--- src/rtl/spi_slave_4mb.sv ---
// ----------------------------------------------------------------------------
// spi_slave_4mb
// SPI slave front end for the 4MB board register space. The SPI bus is
// oversampled on clk_100m and 56-bit frames (cmd[7:0], addr[15:0],
// data[31:0], MSB first, mode 0) are decoded into register writes and reads.
//
// Ports:
//   clk_100m       system clock
//   rst_n_syn      asynchronous active-low reset
//   spi_sclk       SPI clock from master (CPOL=0, CPHA=0)
//   spi_cs_n       chip select, active-low
//   spi_mosi       serial data from master
//   spi_miso       serial data to master
//   spi_miso_oe    MISO output enable (1 = drive)
//   addr           frame address, held until the next frame's address completes
//   data_mosi      write data, held until the next write completes
//   data_mosi_rdy  one-cycle strobe: addr/data_mosi hold a valid write
//   rd_req         one-cycle strobe: read requested at addr
//   rd_data        read value from the downstream register mux
//   frame_err      one-cycle strobe: aborted or malformed frame
// ----------------------------------------------------------------------------
module spi_slave_4mb #(
    parameter logic [7:0]  CMD_WRITE   = 8'h02,
    parameter logic [7:0]  CMD_READ    = 8'h03,
    parameter int unsigned SYNC_STAGES = 3
) (
    input  logic        clk_100m,
    input  logic        rst_n_syn,
    input  logic        spi_sclk,
    input  logic        spi_cs_n,
    input  logic        spi_mosi,
    output logic        spi_miso,
    output logic        spi_miso_oe,
    output logic [15:0] addr,
    output logic [31:0] data_mosi,
    output logic        data_mosi_rdy,
    output logic        rd_req,
    input  logic [31:0] rd_data,
    output logic        frame_err
);

    localparam int unsigned LAST = SYNC_STAGES - 1;
    localparam int unsigned PREV = SYNC_STAGES - 2;

    typedef enum logic [2:0] {
        IDLE,
        CMD,
        ADDR,
        WR_DATA,
        RD_DATA,
        IGNORE
    } state_t;

    logic [SYNC_STAGES-1:0] sclk_sync;
    logic [SYNC_STAGES-1:0] cs_sync;
    logic [SYNC_STAGES-1:0] mosi_sync;
    logic [SYNC_STAGES-1:0] flush_pipe;

    state_t      state;
    logic [5:0]  bit_cnt;
    logic [30:0] shift_in;
    logic [31:0] shifted;
    logic [31:0] miso_shift;
    logic        is_read;
    logic        rd_load;
    logic        cs_armed;

    logic sclk_rise;
    logic sclk_fall;
    logic cs_fall;
    logic cs_high;
    logic mosi_bit;
    logic sync_valid;

    // Synchronisers; index 0 is the newest sample.
    always_ff @(posedge clk_100m or negedge rst_n_syn) begin
        if (!rst_n_syn) begin
            sclk_sync  <= '0;
            cs_sync    <= '1;
            mosi_sync  <= '0;
            flush_pipe <= '0;
        end else begin
            sclk_sync  <= {sclk_sync[SYNC_STAGES-2:0], spi_sclk};
            cs_sync    <= {cs_sync[SYNC_STAGES-2:0], spi_cs_n};
            mosi_sync  <= {mosi_sync[SYNC_STAGES-2:0], spi_mosi};
            flush_pipe <= {flush_pipe[SYNC_STAGES-2:0], 1'b1};
        end
    end

    always_comb begin
        sclk_rise  = sclk_sync[PREV] & ~sclk_sync[LAST];
        sclk_fall  = ~sclk_sync[PREV] & sclk_sync[LAST];
        cs_fall    = ~cs_sync[PREV] & cs_sync[LAST];
        cs_high    = cs_sync[PREV];
        mosi_bit   = mosi_sync[LAST];
        sync_valid = flush_pipe[LAST];
        shifted    = {shift_in, mosi_bit};
    end

    always_ff @(posedge clk_100m or negedge rst_n_syn) begin
        if (!rst_n_syn) begin
            state         <= IDLE;
            bit_cnt       <= '0;
            shift_in      <= '0;
            miso_shift    <= '0;
            is_read       <= 1'b0;
            rd_load       <= 1'b0;
            cs_armed      <= 1'b0;
            addr          <= '0;
            data_mosi     <= '0;
            data_mosi_rdy <= 1'b0;
            rd_req        <= 1'b0;
            frame_err     <= 1'b0;
            spi_miso      <= 1'b0;
            spi_miso_oe   <= 1'b0;
        end else begin
            data_mosi_rdy <= 1'b0;
            rd_req        <= 1'b0;
            frame_err     <= 1'b0;
            rd_load       <= rd_req;

            // rd_data is valid the cycle after rd_req.
            if (rd_load) begin
                miso_shift <= rd_data;
            end

            // The cs_n chain resets to "high", so a reset taken while cs_n is
            // held low would look like a falling edge once the chain flushes.
            // Only arm frame start after a genuine high has been sampled.
            if (cs_high && sync_valid) begin
                cs_armed <= 1'b1;
            end

            if (state == IDLE) begin
                if (cs_fall && cs_armed) begin
                    state   <= CMD;
                    bit_cnt <= '0;
                end
            end else if (cs_high) begin
                state       <= IDLE;
                spi_miso    <= 1'b0;
                spi_miso_oe <= 1'b0;
                // A read counts as complete once all 56 rises are in; a
                // cs_n pulse with no sclk edges is a silent glitch.
                if (state == RD_DATA) begin
                    frame_err <= (bit_cnt != 6'd56);
                end else begin
                    frame_err <= (state != IGNORE) && (bit_cnt != '0);
                end
            end else begin
                case (state)
                    CMD: begin
                        if (sclk_rise) begin
                            shift_in <= shifted[30:0];
                            bit_cnt  <= bit_cnt + 6'd1;
                            if (bit_cnt == 6'd7) begin
                                is_read <= (shifted[7:0] == CMD_READ);
                                if ((shifted[7:0] == CMD_WRITE) ||
                                    (shifted[7:0] == CMD_READ)) begin
                                    state <= ADDR;
                                end else begin
                                    state     <= IGNORE;
                                    frame_err <= 1'b1;
                                end
                            end
                        end
                    end
                    ADDR: begin
                        if (sclk_rise) begin
                            shift_in <= shifted[30:0];
                            bit_cnt  <= bit_cnt + 6'd1;
                            if (bit_cnt == 6'd23) begin
                                addr <= shifted[15:0];
                                if (is_read) begin
                                    state       <= RD_DATA;
                                    rd_req      <= 1'b1;
                                    spi_miso_oe <= 1'b1;
                                end else begin
                                    state <= WR_DATA;
                                end
                            end
                        end
                    end
                    WR_DATA: begin
                        if (sclk_rise) begin
                            shift_in <= shifted[30:0];
                            bit_cnt  <= bit_cnt + 6'd1;
                            if (bit_cnt == 6'd55) begin
                                data_mosi     <= shifted;
                                data_mosi_rdy <= 1'b1;
                                state         <= IGNORE;
                            end
                        end
                    end
                    RD_DATA: begin
                        if (sclk_rise) begin
                            bit_cnt <= bit_cnt + 6'd1;
                        end
                        // Falls 24..55 present bits 31..0; fall 56 ends the read.
                        if (sclk_fall) begin
                            if (bit_cnt == 6'd56) begin
                                spi_miso <= 1'b0;
                                state    <= IGNORE;
                            end else begin
                                spi_miso   <= miso_shift[31];
                                miso_shift <= {miso_shift[30:0], 1'b0};
                            end
                        end
                    end
                    default: begin
                    end
                endcase
            end
        end
    end

endmodule

--- config.mk ---
export PLATFORM = sky130hd
export DESIGN_NAME = spi_slave_4mb
export DESIGN_NICKNAME = d
export VERILOG_FILES = /design/src/rtl/spi_slave_4mb.sv
export SDC_FILE = /design/constraint.sdc
export NUM_CORES = 1
export LEC_CHECK = 0
export ABC_AREA = 1
export CAP_MARGIN = 20
export CELL_PAD_IN_SITES_DETAIL_PLACEMENT = 1
export CELL_PAD_IN_SITES_GLOBAL_PLACEMENT = 2
export CORE_ASPECT_RATIO = 1.5
export CORE_MARGIN = 2
export CORE_UTILIZATION = 30
export CTS_CLUSTER_SIZE = 8
export DETAILED_ROUTE_END_ITERATION = 12
export PLACE_DENSITY = 0.82
export SLEW_MARGIN = 20
export SYNTH_ARGS = -nofsm -noshare
export SYNTH_HDL_FRONTEND = slang
export SYNTH_SLANG_ARGS = --single-unit
export TNS_END_PERCENT = 30
--- constraint.sdc ---
create_clock -name clk_100m -period 1.4 [get_ports clk_100m]
set_clock_uncertainty 0.05 [all_clocks]
set_input_delay 0.14 -clock clk_100m [delete_from_list [all_inputs] [get_ports clk_100m]]
set_output_delay 0.14 -clock clk_100m [all_outputs]
set_load 0.05 [all_outputs]
# Word-level counts from Yosys, hierarchy flattened
# Index checks and enable logic that the tools add are counted.
# word_totals
out_inout_bits,53
inputBits,37
mem_count,0
wordCells,125
mem_bits_rw,0
rom_bits,0
regBits,140
latch_bits,0
# classes
mul,0
reduce_logical,25
muxes,52
bitwise,7
div,0
n_shift,0
order_cmp,0
addsub,1
n_eq_ne,22
# ops
op,n
$mux W32,6
$mux W3,13
$mux W6,5
$ne A4 B4 Y1 const B,7
$mux W1,27
$reduce_and A5 Y1,4
$eq A8 B2 Y1 const B,2
$reduce_bool A2 Y1,8
$eq A6 B6 Y1 const B,2
$pmux W3 S4,1
$reduce_bool A6 Y1,2
$reduce_and A10 Y1,1
$reduce_and A4 Y1,2
$add A6 B1 Y6 const B,1
$eq A3 B2 Y1 const B,2
$eq A6 B3 Y1 const B,1
$eq A6 B5 Y1 const B,1
$ne A6 B6 Y1 const B,1
$ne A2 B1 Y1 const B,2
$ne A4 B3 Y1 const B,1
$not A1 Y1,4
$reduce_or A4 Y1,1
$and A1 B1 Y1,3
$eq A3 B1 Y1 const B,1
7 further kinds,9

# Depth between registers and ports, before layout
# logic_depth
ltp_word,8
mapped_depth,11

# Worst setup path before layout
# Ideal clock, no wire load.
# synth_timing
path_type,register -> register
startpoint,register bit_cnt[0]
endpoint,register addr[13]
path_stages_with_launch,8
required_ns,1.230
arrival_time_ns,1.374
setup_slack_ns,-0.143
cell_sequence,dfrtp_1 > ha_1 > nand2_2 > nor4_4 > nand3_2 > buf_6 > nand2_1 > o21ai_2
# synth_between
elab_chain_len,2
# synth_lines
element,line,source
"start, declared",60,logic [5:0] bit_cnt;
"start signal, assigned",155,bit_cnt <= bit_cnt + 6'd1;
"start signal, assigned",171,bit_cnt <= bit_cnt + 6'd1;
"start signal, assigned",187,bit_cnt <= bit_cnt + 6'd1;
$eq A6 B5 Y1,172,if (bit_cnt == 6'd23) begin
$reduce_and A5 Y1 (no source line),n/a,
"end signal, assigned",173,addr <= shifted[15:0];
"end, declared",34,"output logic [15:0] addr,"
# Every way passes these cells.
# A chain may end at the register's enable or synchronous reset.

# Final worst setup path
# layout_timing
startpoint,register bit_cnt[1]
endpoint,register data_mosi[4]
# layout_between
elab_chain_len,2
# layout_lines
element,line,source
$eq A6 B6 Y1,188,if (bit_cnt == 6'd55) begin
$reduce_and A5 Y1 (no source line),n/a,
"end signal, assigned",189,data_mosi <= shifted;
"end, declared",35,"output logic [31:0] data_mosi,"
# Every way passes these cells.

==> impl_metrics.tcl <==
set metrics [dict create \
    status "finished with violations" \
    violations "negative setup slack" \
    synth_xor_area_frac 0.002906 \
    synthAdderAreaFrac 0.004152 \
    crit_top_cell "nand2_4" \
    layout.nets 821 \
    vias 4941 \
    rsz0062_at_grt "yes" \
    core_area_mm2 0.01971 \
    reg2reg_from "bit_cnt[1]" \
    cpLargestDelayFamily "simple AND/OR/NAND/NOR gates" \
    die_area_mm2 0.02126 \
    synth_top_family_by_area "simple AND/OR/NAND/NOR gates" \
    ys_seq_area_frac 0.5819 \
    firstDrtPassIters 4 \
    hold_class "input pin to flop" \
    cts.clk_slew.worst_paths_ps 60 \
    yosysUniqueCellTypes 38 \
    crit_fanout 8 \
    synth-simple-area-share 0.1947 \
    gr-total-overflow 0 \
    arrival_ps 1970 \
    syn-num-nets 672 \
    clockBufferDepth 2 \
    drive_gt1_frac 0.3929 \
    synth_mux_area_frac 0.001661 \
    rows 63 \
    tns_ps -21120 \
    dieHeight_um 177.6 \
    peakVddDrop_mv 1.029 \
    port_buffers 89 \
    finalMaxSlewViolations 0 \
    power.total_w 0.01273 \
    crit_start "bit_cnt[1]" \
    cap_violations 0 \
    worstSetupEndpointType "flop" \
    hold_path.startpoint "spi_cs_n" \
    p_per_area_mw_per_mm2 1333 \
    routed_wl_um 17870 \
    htreeDepth 4 \
    critPathBufInv 3 \
    grt_usage 0.1720 \
    grt_pass1_wl_um 28680 \
    synth_compound_area_frac 0.1408 \
    synthCells 633 \
    setup_slack_ps -323.6 \
    p_leak_nw 4.131 \
    crit_required_ps 1650 \
    place_congestion 0.8417 \
    initialDrtViolationCount 221 \
    path_class "flop to flop" \
    hpwl_um 11640 \
    viasPerCell 4.688 \
    syn_avg_cell_area_um2 9.521 \
    antenna_found_initial 0 \
    first_global_vias 5617 \
    drc_errors 0 \
    startpoint_type "flop" \
    cts_num_sinks 140 \
    wl_per_cell_um 16.95 \
    pre_cts_ws_ps -285.2 \
    cts_tree "yes" \
    fin_crit_ps 1724 \
    max_freq_mhz 580.2 \
    die_w_um 119.7 \
    num_antenna_cells 0 \
    start_util 0.3058 \
    setup_viol 93 \
    period_share 1.231 \
    hold-worst-slack_ps 78.02 \
    root_buffer "clkbuf_16" \
    slowest_delay_ps 380 \
    grt_max_degree 42 \
    crit_path_top_delay_cell "dfrtp_1" \
    cts_buffers 17 \
    finalHoldViolations 0 \
    antenna_left 0 \
    crit_chain "buf_4 > ha_4 > nand2_4 > nor2_4 > nand2_4 > inv_4 > nand2_8 > buf_12 > nand2_1 > o21ai_1" \
    pin_count 90 \
    ys_warn_count 0 \
    postLayoutCoreUtil 0.4846 \
    ys_seq_elements 140 \
    syn_area_mm2 0.006027 \
    clkLatencyLatePin_ps 420 \
    area_growth_pct 58.44 \
]
-- through the flow --
step / instance area, um2 / std cells
3_5_place_dp: 8128 / 999
3_3_place_gp: 8128 / 999
5_1_grt: 9549 / 1054
4_1_cts: 9049 / 1038
6_report: 9549 / 1054
2_1_floorplan: 6090 / 633
-- worst reg2reg max path: stages, from the launching register on --
cell and delay [ps]:
dfrtp_1 380, buf_4 150, ha_4 150, nand2_4 70, nor2_4 170, nand2_4 80, inv_4 80, nand2_8 120
buf_12 210, nand2_1 70, o21ai_1 80
-- kinds of logic (layout without fill, tap and decap cells) --
| logic type | count (synthesis) | in the layout |
|---|---|---|
| other | 1 | 1 |
| adders and majority gates | 2 | 2 |
| buffers and inverters | 84 | 245 |
| muxes | 1 | 1 |
| DFF | 140 | 140 |
| xor gates and xnor gates | 2 | 2 |
| and+or+nand+nor | 274 | 274 |
| AOI/OAI and AO/OA | 129 | 129 |
-- power by group --
group / total, W / internal, W / switching [W]
combinational: 0.00299 / 0.00130 / 0.00169
clock: 0.00521 / 0.00340 / 0.00181
sequential: 0.00452 / 0.00428 / 0.000242
total: 0.0127 / 0.00898 / 0.00375
-- metal layers --
| metal | vias up | share of wire | global-route usage |
|---|---|---|---|
| li1 | 2345 | - | - |
| met3 | 20 | 0.037 | 0.04659 |
| met4 | 0 | 0.013 | 0.05784 |
| met2 | 85 | 0.56 | 0.3138 |
| met5 | - | 0 | 0 |
| met1 | 2491 | 0.39 | 0.1923 |
-- cell usage after synthesis (all sizes together) --
cell / number / area share
nand2: 189 / 0.12
dfrtp: 137 / 0.57
o21ai: 85 / 0.094
nor2: 57 / 0.040
inv: 54 / 0.034
a31oi: 31 / 0.032
buf: 20 / 0.033
nand3: 19 / 0.018
a21oi: 9 / 0.010
clkbuf: 9 / 0.0056
dfstp: 3 / 0.013
nand4: 3 / 0.0031
nor3: 3 / 0.0033
a21o: 2 / 0.0025
ha: 2 / 0.0042
o31ai: 2 / 0.0025
or2: 2 / 0.0021
xor2: 2 / 0.0029
clkinv: 1 / 0.00062
conb: 1 / 0.00062
mux2i: 1 / 0.0017
nor4: 1 / 0.0035
-- flip-flops by register name (all words and copies together) (netlist names), 3 cells and up --
register and flops:
mosi_sync 3, sclk_sync 3, cs_sync 3, miso_shift 32
data_mosi 32, shift_in 31, state 3, bit_cnt 6
addr 16, flush_pipe 3
-- final timing paths --
| kind | endpoint | slack [ps] | cells past startpoint |
|---|---|---|---|
| setup / recovery | data_mosi[4] | -320 | 10 |
| hold / removal | cs_sync[0] | 80 | 1 |
| setup reg to reg | data_mosi[4] | -320 | 10 |
| hold reg to reg | flush_pipe[2] | 310 | 0 |
| max in group asynchronous | cs_sync[2] | 600 | 3 |
| min in group asynchronous | shift_in[20] | 120 | 2 |
-- cells in the final DEF, fill, tap and decap left out, types with 3 or more instances in the layout --
cell,instances
dfrtp_1,135
nand2_1,130
buf_12,67
inv_1,43
o21ai_2,43
nand2_2,42
buf_4,42
nor2_1,40
clkdlybuf4s50_1,35
o21ai_0,31
a31oi_1,24
clkbuf_16,22
nand2_4,15
nand3_1,14
o21ai_1,11
nor2_4,9
inv_4,7
nor2_2,7
a21oi_1,7
bufinv_16,6
inv_2,5
a31oi_2,4
buf_6,4
nand3_2,3
a31oi_4,3
nand4_1,3
clkinv_4,3
dfstp_2,3
buf_8,3
-- final cells by class --
| type | count | area [um2] |
|---|---|---|
| Sequential cell | 140 | 3510 |
| Tap cell | 260 | 325.3 |
| Inverter | 55 | 224.0 |
| Clock buffer | 18 | 439.2 |
| Clock inverter | 13 | 239.0 |
| Timing Repair Buffer | 159 | 2287 |
| Fill cell | 2126 | 10160 |
| Multi-Input combinational cell | 409 | 2525 |
-- repair_timing --
| action | 4_1_cts | 5_1_grt |
|---|---|---|
| resized for setup | 32 | 97 |
| buffers inserted | 4 | 13 |
| hold buffers | 1 | 0 |
| endpoints found under the setup margin | 124 | 119 |
| cloned | 3 | 5 |
| pin swaps | 4 | 11 |
| hold endpoints to repair | 137 | 0 |
No activity file was read; power rests on OpenSTA's default activity.
